`src/rtl/proc_pkg.sv`:
```
// Shared constants for the program-counter stage: PC width, reset vector and
// the next-PC source encoding used by the PC mux.
`timescale 1ns/1ps
package proc_pkg;

    localparam int PC_W     = 10;
    localparam int RESET_PC = 0;

    localparam logic [1:0] NPC_INC = 2'd0;
    localparam logic [1:0] NPC_JMP = 2'd1;
    localparam logic [1:0] NPC_RET = 2'd2;

endpackage

```
`src/rtl/ras_lifo.sv`:
```
// Return-address stack: DEPTH x PC_W register file with push/pop, occupancy
// and sticky over/underflow flags. PC_STACK_CIRC_EN makes a full push overwrite the oldest entry.
`timescale 1ns/1ps
module ras_lifo #(
    parameter int PC_W  = 10,
    parameter int DEPTH = 4,
    parameter int SP_W  = 3
) (
    input  logic            clk,
    input  logic            reset,
    input  logic            push,
    input  logic            pop,
    input  logic [PC_W-1:0] push_data,
    output logic [PC_W-1:0] top_data,
    output logic [SP_W-1:0] sp,
    output logic            full,
    output logic            empty,
    output logic            ovf,
    output logic            unf
);

    localparam int IDX_W = (DEPTH > 1) ? $clog2(DEPTH) : 1;

    logic [PC_W-1:0]  mem_q [DEPTH];
    logic [SP_W-1:0]  sp_q, sp_d;
    logic             ovf_q, ovf_d;
    logic             unf_q, unf_d;
    logic             wr_en;
    logic [IDX_W-1:0] base;
    logic [IDX_W-1:0] wr_idx;
    logic [IDX_W-1:0] rd_idx;

    // Entries live at base+k (k=0 oldest); base only moves in circular mode.
`ifdef PC_STACK_CIRC_EN
    logic [IDX_W-1:0] base_q, base_d;
    assign base = base_q;
`else
    assign base = '0;
`endif

    assign full   = (sp_q == SP_W'(DEPTH));
    assign empty  = (sp_q == '0);
    assign sp     = sp_q;
    assign ovf    = ovf_q;
    assign unf    = unf_q;

    // When full, the low sp bits are zero, so wr_idx lands on the oldest slot.
    assign wr_idx   = base + sp_q[IDX_W-1:0];
    assign rd_idx   = base + sp_q[IDX_W-1:0] - IDX_W'(1);
    assign top_data = mem_q[rd_idx];

    always_comb begin
        sp_d  = sp_q;
        ovf_d = ovf_q;
        unf_d = unf_q;
        wr_en = 1'b0;
`ifdef PC_STACK_CIRC_EN
        base_d = base_q;
`endif
        if (pop) begin
            if (empty) begin
                unf_d = 1'b1;
            end else begin
                sp_d = sp_q - SP_W'(1);
            end
        end else if (push) begin
            if (!full) begin
                wr_en = 1'b1;
                sp_d  = sp_q + SP_W'(1);
            end else begin
                ovf_d = 1'b1;
`ifdef PC_STACK_CIRC_EN
                wr_en  = 1'b1;
                base_d = base_q + IDX_W'(1);
`endif
            end
        end
    end

    always_ff @(posedge clk or posedge reset) begin
        if (reset) begin
            sp_q  <= '0;
            ovf_q <= 1'b0;
            unf_q <= 1'b0;
`ifdef PC_STACK_CIRC_EN
            base_q <= '0;
`endif
        end else begin
            sp_q  <= sp_d;
            ovf_q <= ovf_d;
            unf_q <= unf_d;
`ifdef PC_STACK_CIRC_EN
            base_q <= base_d;
`endif
        end
    end

    // Stack storage carries no reset; stale entries are unreachable once sp clears.
    always_ff @(posedge clk) begin
        if (wr_en) begin
            mem_q[wr_idx] <= push_data;
        end
    end

endmodule

```
`src/rtl/pc_stack_unit.sv`:
```
// Program counter with next-PC mux (PC+1 / jump / return) and a hardware
// return-address stack. Define PC_STACK_CIRC_EN for a circular stack.
`timescale 1ns/1ps
module pc_stack_unit #(
    parameter int PC_W  = proc_pkg::PC_W,
    parameter int DEPTH = 4,
    parameter int SP_W  = 3
) (
    input  logic            clk,
    input  logic            reset,
    input  logic            s_inc,
    input  logic [PC_W-1:0] jmp_addr,
    input  logic            call,
    input  logic            ret,
    output logic [PC_W-1:0] pc,
    output logic [SP_W-1:0] sp,
    output logic            stack_empty,
    output logic            stack_full,
    output logic            ovf,
    output logic            unf
);

    import proc_pkg::*;

    logic [PC_W-1:0] pc_q, pc_d;
    logic [PC_W-1:0] pc_inc;
    logic [PC_W-1:0] ras_top;
    logic [1:0]      npc_sel;
    logic            ras_push;
    logic            ras_pop;
    logic            ras_empty;

    assign pc_inc   = pc_q + PC_W'(1);
    assign ras_pop  = ret;
    // ret dominates: a simultaneous call neither pushes nor flags overflow.
    assign ras_push = call & ~ret;

    always_comb begin
        npc_sel = NPC_INC;
        if (ret) begin
            npc_sel = ras_empty ? NPC_INC : NPC_RET;
        end else if (call) begin
            npc_sel = NPC_JMP;
        end else if (s_inc) begin
            npc_sel = NPC_INC;
        end else begin
            npc_sel = NPC_JMP;
        end
    end

    always_comb begin
        pc_d = pc_inc;
        case (npc_sel)
            NPC_INC: pc_d = pc_inc;
            NPC_JMP: pc_d = jmp_addr;
            NPC_RET: pc_d = ras_top;
            default: pc_d = pc_inc;
        endcase
    end

    always_ff @(posedge clk or posedge reset) begin
        if (reset) begin
            pc_q <= PC_W'(RESET_PC);
        end else begin
            pc_q <= pc_d;
        end
    end

    ras_lifo #(
        .PC_W  (PC_W),
        .DEPTH (DEPTH),
        .SP_W  (SP_W)
    ) u_ras (
        .clk       (clk),
        .reset     (reset),
        .push      (ras_push),
        .pop       (ras_pop),
        .push_data (pc_inc),
        .top_data  (ras_top),
        .sp        (sp),
        .full      (stack_full),
        .empty     (ras_empty),
        .ovf       (ovf),
        .unf       (unf)
    );

    assign pc          = pc_q;
    assign stack_empty = ras_empty;

endmodule

```
`config.mk`:
```
export PLATFORM = sky130hd
export DESIGN_NAME = pc_stack_unit
export DESIGN_NICKNAME = d
export VERILOG_FILES = /design/src/rtl/proc_pkg.sv /design/src/rtl/ras_lifo.sv /design/src/rtl/pc_stack_unit.sv
export SDC_FILE = /design/constraint.sdc
export NUM_CORES = 1
export LEC_CHECK = 0
export BUFFER_PORTS_ARGS = -buffer_cell sky130_fd_sc_hd__buf_2
export CORE_ASPECT_RATIO = 1.1
export CORE_UTILIZATION = 56
export DETAILED_ROUTE_END_ITERATION = 8
export PLACE_DENSITY = 0.78
export SYNTH_ARGS = -nofsm -noshare
export SYNTH_HDL_FRONTEND = slang
export SYNTH_SLANG_ARGS = --single-unit
export TNS_END_PERCENT = 5
```
`constraint.sdc`:
```
create_clock -name clk -period 2.5 [get_ports clk]
set_clock_uncertainty 0.15 [all_clocks]
set_input_delay 0.125 -clock clk [delete_from_list [all_inputs] [get_ports clk]]
set_output_delay 0.125 -clock clk [all_outputs]
set_load 0.005 [all_outputs]
```
==> results.json, run 1 <==
{
  "ant_nets": 0,
  "synthAdderAreaFrac_pct": 3.477,
  "postCtsSetupBuffers": 0,
  "synth-edff-count": 40,
  "synthArstFlopShare_pct": 27.27,
  "cpPeakStageDelay_ns": 0.59,
  "rsz0062_at_grt": "no",
  "crit_chain": "inv_1 > ha_1 > mux4_2 > and3_1 > a221o_1",
  "worstPathArrival_ns": 2.23,
  "synth_compound_area_share_pct": 7.218,
  "leakage_nw": 1.189,
  "fmax_ghz": 0.4573,
  "clkLatencyLatePin_ns": 0.31,
  "routabilityCongestion": 0.7430,
  "ys_warn_count": 0,
  "diodes": 0,
  "grt_start_max_net_pins": 18,
  "row_count": 24,
  "firstDrtPassIters": 4,
  "cts_tree": "built",
  "cts_made_buffers": 5,
  "drive_gt1_share_pct": 25.76,
  "dieArea_um2": 4506,
  "synth_area_um2": 2375,
  "synth-main-ff-cell": "edfxtp_1",
  "outcome": "completed",
  "startpoint": "u_ras.sp[1]$_DFFE_PP0P_",
  "crit_buf_inv": 1,
  "avgSynthCellArea_um2": 16.72,
  "core_area_um2": 4024,
  "layout_common_cells": "edfxtp_1 (40), buf_2 (31), dfrtp_1 (15)",
  "synthSimpleGateAreaFrac_pct": 6.533,
  "synth_cells": 142,
  "tns_ns": 0,
  "die_w_um": 64.09,
  "final_hold_viol_count": 0,
  "layout_commonest_cell": "edfxtp_1",
  "synth_nets": 163,
  "finalMaxSlewViolations": 0,
  "drt_first_iter_violations": 78,
  "hold_path_class": "input port to async pin",
  "crit_fanout": 10,
  "cp-end-kind": "flip-flop",
  "required_ns": 2.54,
  "synthXorXnorAreaFrac_pct": 3.319,
  "seq_area_frac_synth_pct": 66.39,
  "synth_mux_area_share_pct": 11.17,
  "chipHeight_um": 70.30,
  "routed_wl_um": 4820,
  "drcViolationCount": 0,
  "tightest_slew_ns": 0.6446,
  "io_pins": 32,
  "grt_pass1_vias": 1505,
  "nets": 218,
  "worst_path_max_delay_cell": "ha_1",
  "relSlewSlack_pct": 56.98,
  "synth_top_family_by_area": "multiplexers",
  "cpLargestDelayFamily": "adder cells",
  "crit_type": "flip-flop to flip-flop",
  "clk_pin_slew_worst_paths_ns": 0.10,
  "vias": 1460,
  "antenna_found_initial": 0,
  "max-cap-violations": 0,
  "finalSetupViolCount": 0,
  "root_buffer": "clkbuf_8",
  "grt_pass1_wl_um": 7548,
  "n_fill_cell": 275,
  "place_inst": 229,
  "area_growth_pct": 21.29,
  "p_per_area_nw_per_um2": 1149,
  "wl_per_cell_um": 19.28,
  "fin_crit_sh_pct": 87.48,
  "final_cells": 250,
  "period_needed_ns": 2.187,
  "peakVddDrop_v": 0.0005896,
  "numPortBuffers": 31,
  "clockBufferDepth": 2,
  "setup.worst_path.start_class": "flip-flop",
  "synth.distinct_cells": 28,
  "synth_seq_cells": 55,
  "holdWs_ns": 0.2821,
  "initial_core_util_pct": 59.02,
  "h-tree-depth": 2,
  "grtUsageTotal_pct": 23.53,
  "post-route-util_pct": 71.58,
  "clock-sinks": 55,
  "avgViaCountPerCell": 5.840,
  "gr-total-overflow": 0,
  "r2r_start": "u_ras.sp[1]$_DFFE_PP0P_",
  "dp_hpwl_um": 3205
}
## metrics by stage
| stage | cell area (µm²) | setup slack, ns | power, W |
|---|---|---|---|
| final | 2880 | 0.3130 | 0.003310 |
| after global routing | 2880 | 0.2378 | 0.003482 |
| after CTS | 2880 | 0.3118 | 0.003326 |
| after detailed placement | 2629 | 0.3196 | 0.002693 |
| after global placement | 2629 | 0.4022 | 0.002631 |
| after floorplan | 2375 | 0.2006 | 0.002280 |
## cells in the mapped netlist (3+ instances only)
master    instances  area [µm²]
xor2_1            5       43.79
a21o_1            6       45.04
nand2_1           3       11.26
a22o_1            5       43.79
and3_1            5       31.28
inv_1             7       26.28
a221o_1           5       50.05
dfrtp_1          15       375.4
mux4_1            8       210.2
nor2_1            7       26.28
xnor2_1           4       35.03
edfxtp_1         40        1201
and2_1            4       25.02
nand3_1           4       20.02
ha_1              5       62.56
## cells by family after synthesis
kind of cell / Yosys count
flip-flops: 55
AND/OR/NAND/NOR: 30
AO/OA/AOI/OAI: 21
multiplexers: 11
buffers and inverters: 10
XOR/XNOR: 9
adder cells (fa/ha/maj): 6
## worst min-delay path, cell delays in order
cell and delay (ns):
dlygate4sd3_1 0.53, buf_2 0.12, inv_1 0.47
## flip-flops by register name, summed over array words and instances (netlist names)
name / count
u_ras.unf: 1
u_ras.sp: 3
u_ras.ovf: 1
pc: 10
u_ras.mem_q: 40
## layer usage
layer / vias to the layer above / routed length (µm) / track usage, %
li1: 662 / - / -
met4: 0 / 42 / 10.62
met1: 735 / 2049 / 30.77
met5: - / 0 / 0
met3: 5 / 261 / 5.065
met2: 58 / 2466 / 37.83
## worst paths after layout
check | to | slack [ns] | cells past startpoint
max | pc[3]$_DFF_PP0_ | 0.31 | 5
min | pc[9]$_DFF_PP0_ | 0.28 | 3
max reg2reg | pc[3]$_DFF_PP0_ | 0.31 | 5
min reg2reg | u_ras.unf$_DFFE_PP0P_ | 0.31 | 1
max in group asynchronous | pc[5]$_DFF_PP0_ | 1.50 | 3
min in group clk | u_ras.unf$_DFFE_PP0P_ | 0.31 | 1
## cell type report
type / instances / area, µm² / area share [%]
Sequential cell: 55 / 1577 / 54.73
Multi-Input combinational cell: 77 / 753.2 / 26.15
Timing Repair Buffer: 51 / 337.8 / 11.73
Clock buffer: 6 / 82.58 / 2.867
Tap cell: 52 / 65.06 / 2.259
Clock inverter: 2 / 38.79 / 1.347
Inverter: 7 / 26.28 / 0.9123
## report_power, final
part | leakage, nW | total, W | internal (W) | switching (W)
clock | 0.0618 | 0.000609 | 0.000329 | 0.000280
sequential | 0.535 | 0.00148 | 0.00133 | 0.000154
combinational | 0.593 | 0.00122 | 0.000585 | 0.000634
## repair_timing
item / CTS / global route
hold buffers: 13 / 0
hold endpoints to repair: 27 / 0
resized for setup: 0 / 0
No activity file was read; power rests on OpenSTA's default activity.
==> run 2, diff against run 1 <==
--- a/config.mk
+++ b/config.mk
@@ -7,10 +7,11 @@
 export LEC_CHECK = 0
 export BUFFER_PORTS_ARGS = -buffer_cell sky130_fd_sc_hd__buf_2
 export CORE_ASPECT_RATIO = 1.1
-export CORE_UTILIZATION = 56
+export CORE_UTILIZATION = 57
 export DETAILED_ROUTE_END_ITERATION = 8
-export PLACE_DENSITY = 0.78
+export PLACE_DENSITY = 0.79
 export SYNTH_ARGS = -nofsm -noshare
 export SYNTH_HDL_FRONTEND = slang
+export SYNTH_HIERARCHICAL = 1
 export SYNTH_SLANG_ARGS = --single-unit
 export TNS_END_PERCENT = 5
==> results.json, run 2 <==
{
  "leakage_nw": 1.137,
  "avgSynthCellArea_um2": 15.60,
  "fin_crit_sh_pct": 91.92,
  "vias": 1490,
  "synth_top_area_cell": "edfxtp_1",
  "period_needed_ns": 2.298,
  "n_fill_cell": 284,
  "layout_common_cells": "edfxtp_1 (40), buf_2 (31), dfrtp_1 (15)",
  "ant_nets": 0,
  "clk_pin_slew_worst_paths_ns": 0.09,
  "wl_per_cell_um": 18.67,
  "initial_core_util_pct": 61.20,
  "synth_common_cells": "edfxtp_1 (40), dfrtp_1 (15), mux4_2 (9), inv_1 (8), xnor2_1 (7)",
  "finalMaxSlewViolations": 0,
  "relSlewSlack_pct": 62.57,
  "synth_nets": 180,
  "final_hold_viol_count": 0,
  "routabilityCongestion": 0.8015,
  "gr-total-overflow": 0,
  "largest-register": "u_ras/mem_q",
  "finalSetupViolCount": 0,
  "dieArea_um2": 4621,
  "postCtsResizedCells": 0,
  "seq_area_frac_synth_pct": 63.54,
  "tightest_slew_ns": 0.5615,
  "largest_reg_flops": 40,
  "grt_pass1_vias": 1599,
  "h-tree-depth": 2,
  "avgViaCountPerCell": 5.889,
  "drive_gt1_share_pct": 26.87,
  "drt_first_iter_violations": 92,
  "chipHeight_um": 71.20,
  "synthMostInstantiatedCell": "edfxtp_1",
  "firstDrtPassIters": 4,
  "root_buffer": "clkbuf_8",
  "synth_area_um2": 2481,
  "routed_wl_um": 4723,
  "cts_made_buffers": 5,
  "numPortBuffers": 31,
  "setup.worst_path.start_class": "flip-flop",
  "synthArstFlopShare_pct": 27.27,
  "synth_top_area_share_pct": 48.41,
  "row_count": 24,
  "cp-end-kind": "flip-flop",
  "crit_fanout": 12,
  "crit_type": "flip-flop to flip-flop",
  "area_growth_pct": 14.27,
  "r2r_slack_ns": 0.20,
  "required_ns": 2.53,
  "clkLatencyLatePin_ns": 0.30,
  "drcViolationCount": 0,
  "clockBufferDepth": 2,
  "yosys-top-cells-area": "edfxtp_1 (48%), dfrtp_1 (15%), mux4_2 (8.2%), ha_1 (2.5%), xnor2_1 (2.5%)",
  "worstPathArrival_ns": 2.33,
  "outcome": "completed",
  "io_pins": 32,
  "synth_seq_cells": 55,
  "ys_warn_count": 6,
  "max-cap-violations": 0,
  "die_w_um": 64.91,
  "layout_commonest_cell": "edfxtp_1",
  "synth_cells": 159,
  "tns_ns": 0,
  "nets": 221,
  "p_per_area_nw_per_um2": 1125,
  "clock-sinks": 55,
  "hold_path_class": "input port to flip-flop",
  "antenna_found_initial": 0,
  "grtUsageTotal_pct": 24.38,
  "synth.distinct_cells": 39,
  "dp_hpwl_um": 3327,
  "core_area_um2": 4054,
  "fmax_ghz": 0.4352,
  "peakVddDrop_v": 0.001035,
  "synth-edff-count": 40,
  "rsz0062_at_grt": "no",
  "grt_start_max_net_pins": 18,
  "post-route-util_pct": 69.94,
  "diodes": 0,
  "synth-main-ff-cell": "edfxtp_1",
  "cts_tree": "built",
  "grt_pass1_wl_um": 7955
}
[run 2: cell types whose count changed after synthesis, moves of 3 or more]
cell and change:
xor2_1 -3, o21ai_0 +3, nand2_1 +3, buf_2 +4
xnor2_1 +3, nor2b_1 +5, mux4_2 +7, mux4_1 -7
and2_1 -3
[run 2: layout make-up]
class / count / area, µm² / share of cell area, %
clock buffer: 6 / 72.57 / 2.560
clock inverter: 2 / 12.51 / 0.4413
inverter: 8 / 30.03 / 1.059
multi-input combinational: 90 / 838.3 / 29.57
sequential: 55 / 1577 / 55.60
tap: 52 / 65.06 / 2.295
timing repair buffer: 40 / 240.2 / 8.473
[run 2: path summary, 6_finish.rpt]
check / from / to / cells past startpoint
min reg2reg: u_ras/unf$_DFFE_PP0P_ / u_ras/unf$_DFFE_PP0P_ / 1
max in group asynchronous: reset / pc[7]$_DFF_PP0_ / 3
max reg2reg: u_ras/sp[1]$_DFFE_PP0P_ / pc[7]$_DFF_PP0_ / 6
max: u_ras/sp[1]$_DFFE_PP0P_ / pc[7]$_DFF_PP0_ / 6
min in group asynchronous: reset / u_ras/unf$_DFFE_PP0P_ / 3
min: jmp_addr[2] / pc[2]$_DFF_PP0_ / 3
[run 2: metrics by stage]
step,worst slack (ns),area [µm²],std cells,hold WS [ns],power (W)
final,0.2021,2835,253,0.02909,0.003188
after global routing,0.02635,2835,253,0.03442,0.003384
after CTS,0.2301,2835,253,0.002503,0.003210
after detailed placement,0.2390,2680,238,-0.09775,0.002734
after global placement,0.3294,2680,238,-0.09889,0.002680
after floorplan,0.2187,2481,159,-0.2465,0.002331
[run 2: logic make-up after synthesis]
family                   share of synthesized area, %
AO/OA/AOI/OAI                                   7.514
flip-flops                                      63.54
XOR/XNOR                                        3.833
multiplexers                                    10.04
adder cells (fa/ha/maj)                         3.328
AND/OR/NAND/NOR                                 9.077
buffers and inverters                           2.673
[run 2: report_power, final]
part	internal, W	leakage [nW]	switching (W)
combinational	0.000602	0.560	0.000665
clock	0.000196	0.0412	0.000262
sequential	0.00129	0.536	0.000172
total	0.00209	1.14	0.00110
[run 2: worst max-delay path, stage by stage (launching register included)]
cell and delay, ns:
dfrtp_1 0.46, inv_1 0.13, ha_1 0.30, nor2b_1 0.20, and2b_1 0.51, nor2_4 0.11
a221o_1 0.32
[run 2: what timing repair did]
item | in CTS | in global routing
hold endpoints to repair | 21 | 0
hold buffers | 7 | 0
setup buffers | 0 | 0
setup endpoints to repair | 0 | 0
[run 2: metal layers]
layer / share of wire (%) / track usage [%]
met5: 0 / 0
met1: 40 / 31.75
met4: 1.5 / 10.86
met3: 5.9 / 5.161
met2: 53 / 39.47
==> run 3, diff against run 2 <==
--- a/config.mk
+++ b/config.mk
@@ -6,7 +6,7 @@
 export NUM_CORES = 1
 export LEC_CHECK = 0
 export BUFFER_PORTS_ARGS = -buffer_cell sky130_fd_sc_hd__buf_2
-export CORE_ASPECT_RATIO = 1.1
+export CORE_ASPECT_RATIO = 0.8
 export CORE_UTILIZATION = 57
 export DETAILED_ROUTE_END_ITERATION = 8
 export PLACE_DENSITY = 0.79
==> results.json, run 3 (synthesis results as in run 2) <==
{
  "outcome": "completed",
  "cp-end-kind": "flip-flop",
  "drive_gt1_share_pct": 26.96,
  "root_buffer": "clkbuf_8",
  "rsz0062_at_grt": "no",
  "worstPathArrival_ns": 2.30,
  "clockBufferDepth": 2,
  "h-tree-depth": 2,
  "gr-total-overflow": 0,
  "finalSetupViolCount": 0,
  "tns_ns": 0,
  "fmax_ghz": 0.4422,
  "holdWs_ns": 0.03496,
  "routabilityCongestion": 0.8918,
  "hold_path_class": "input port to flip-flop",
  "final_area_um2": 2888,
  "cts_tree": "built",
  "ant_nets": 0,
  "required_ns": 2.54,
  "die_w_um": 75.77,
  "worst_path_max_delay_cell": "and2b_1",
  "peakVddDrop_v": 0.0005606,
  "chipHeight_um": 61.01,
  "dieArea_um2": 4622,
  "core_area_um2": 4178,
  "grt_start_max_net_pins": 18,
  "r2r_slack_ns": 0.24,
  "drcViolationCount": 0,
  "period_needed_ns": 2.261,
  "finalMaxSlewViolations": 0,
  "numPortBuffers": 31,
  "largest-register": "u_ras/mem_q",
  "p_per_area_nw_per_um2": 1151,
  "fin_crit_sh_pct": 90.46,
  "wl_per_cell_um": 19.20,
  "largest_reg_flops": 40,
  "area_growth_pct": 16.39,
  "grtUsageTotal_pct": 23.57,
  "layout_common_cells": "edfxtp_1 (40), buf_2 (31), dfrtp_1 (15)",
  "vias": 1523,
  "grt_pass1_wl_um": 7355,
  "cts_made_buffers": 5,
  "leakage_nw": 1.163,
  "antenna_found_initial": 0,
  "placed_area_um2": 2701,
  "drt_first_iter_violations": 156,
  "crit_chain": "inv_1 > ha_1 > nor2b_1 > and2b_1 > nor2_4 > a221o_1",
  "nets": 224,
  "io_pins": 32,
  "clock-sinks": 55,
  "clk_pin_slew_worst_paths_ns": 0.09,
  "diodes": 0,
  "place_inst": 245,
  "grt_pass1_vias": 1500,
  "setup.worst_path.start_class": "flip-flop",
  "dp_hpwl_um": 3465,
  "avgViaCountPerCell": 5.835,
  "crit_fanout": 12,
  "layout_commonest_cell": "edfxtp_1",
  "initial_core_util_pct": 59.39,
  "relSlewSlack_pct": 59.94,
  "tightest_slew_ns": 0.6009,
  "row_count": 21,
  "final_hold_viol_count": 0,
  "cpPeakStageDelay_ns": 0.50,
  "max-cap-violations": 0,
  "postCtsSetupBuffers": 0,
  "final_cells": 261,
  "routed_wl_um": 5012,
  "clkLatencyLatePin_ns": 0.30,
  "firstDrtPassIters": 4,
  "crit_type": "flip-flop to flip-flop"
}
[run 3: cell count changes in the layout (fill, tap and decap cells not counted), sizes merged]
cell,previous run,this run
clkbuf,6,7
clkinvlp,1,0
dlygate4sd3,7,8
clkinv,1,0
bufinv,0,1
buf,33,35
[run 3: area by class of cell]
class                   count  area [µm²]
clock buffers               7       76.32
clock inverters             1       30.03
fillers                   270        1290
inverters                   8       30.03
multi-input cells          90       838.3
flip-flops and latches     55        1577
well taps                  57       71.32
repair buffers             43       265.3
[run 3: through the flow]
stage               utilization (%)  setup slack [ns]  power (W)
floorplan                         -            0.2187   0.002331
global placement              64.66            0.3541   0.002694
detailed placement            64.66            0.2363   0.002759
CTS                           68.88            0.2452   0.003326
global route                  69.12            0.1154   0.003492
finish                        69.12            0.2385   0.003323
[run 3: final timing paths]
kind / start / end / cells past startpoint
max in group asynchronous: reset / pc[6]$_DFF_PP0_ / 3
min in group asynchronous: reset / u_ras/unf$_DFFE_PP0P_ / 3
hold / removal: jmp_addr[7] / pc[7]$_DFF_PP0_ / 4
setup reg to reg: u_ras/sp[1]$_DFFE_PP0P_ / pc[8]$_DFF_PP0_ / 6
setup / recovery: u_ras/sp[1]$_DFFE_PP0P_ / pc[8]$_DFF_PP0_ / 6
hold reg to reg: u_ras/ovf$_DFFE_PP0P_ / u_ras/ovf$_DFFE_PP0P_ / 1
[run 3: layer usage]
metal	vias up	part of all wire (%)	GRT usage [%]
met4	0	1.9	11.38
met1	765	43	31.95
met3	11	6.9	5.074
met5	-	0	0
met2	59	49	36.92
li1	688	-	-
[run 3: timing repair]
action | in CTS | in global routing
gates resized for setup | 0 | 0
endpoints found under the setup margin | 0 | 0
hold buffers | 7 | 1
hold endpoints to repair | 21 | 1
[run 3: report_power, final]
part | leakage, nW | switching [W] | total (W) | internal (W)
logic | 0.575 | 0.000676 | 0.00128 | 0.000605
clock network | 0.0524 | 0.000269 | 0.000569 | 0.000300
registers | 0.536 | 0.000181 | 0.00147 | 0.00129
total | 1.16 | 0.00113 | 0.00332 | 0.00220
[run 3: critical path, delay by kind of cell (launching register included)]
kind	cells	cell delay [ns]
compound gates	1	0.32
fa+ha+maj	1	0.28
buf+inv	1	0.12
simple gates	3	0.82
flops	1	0.45
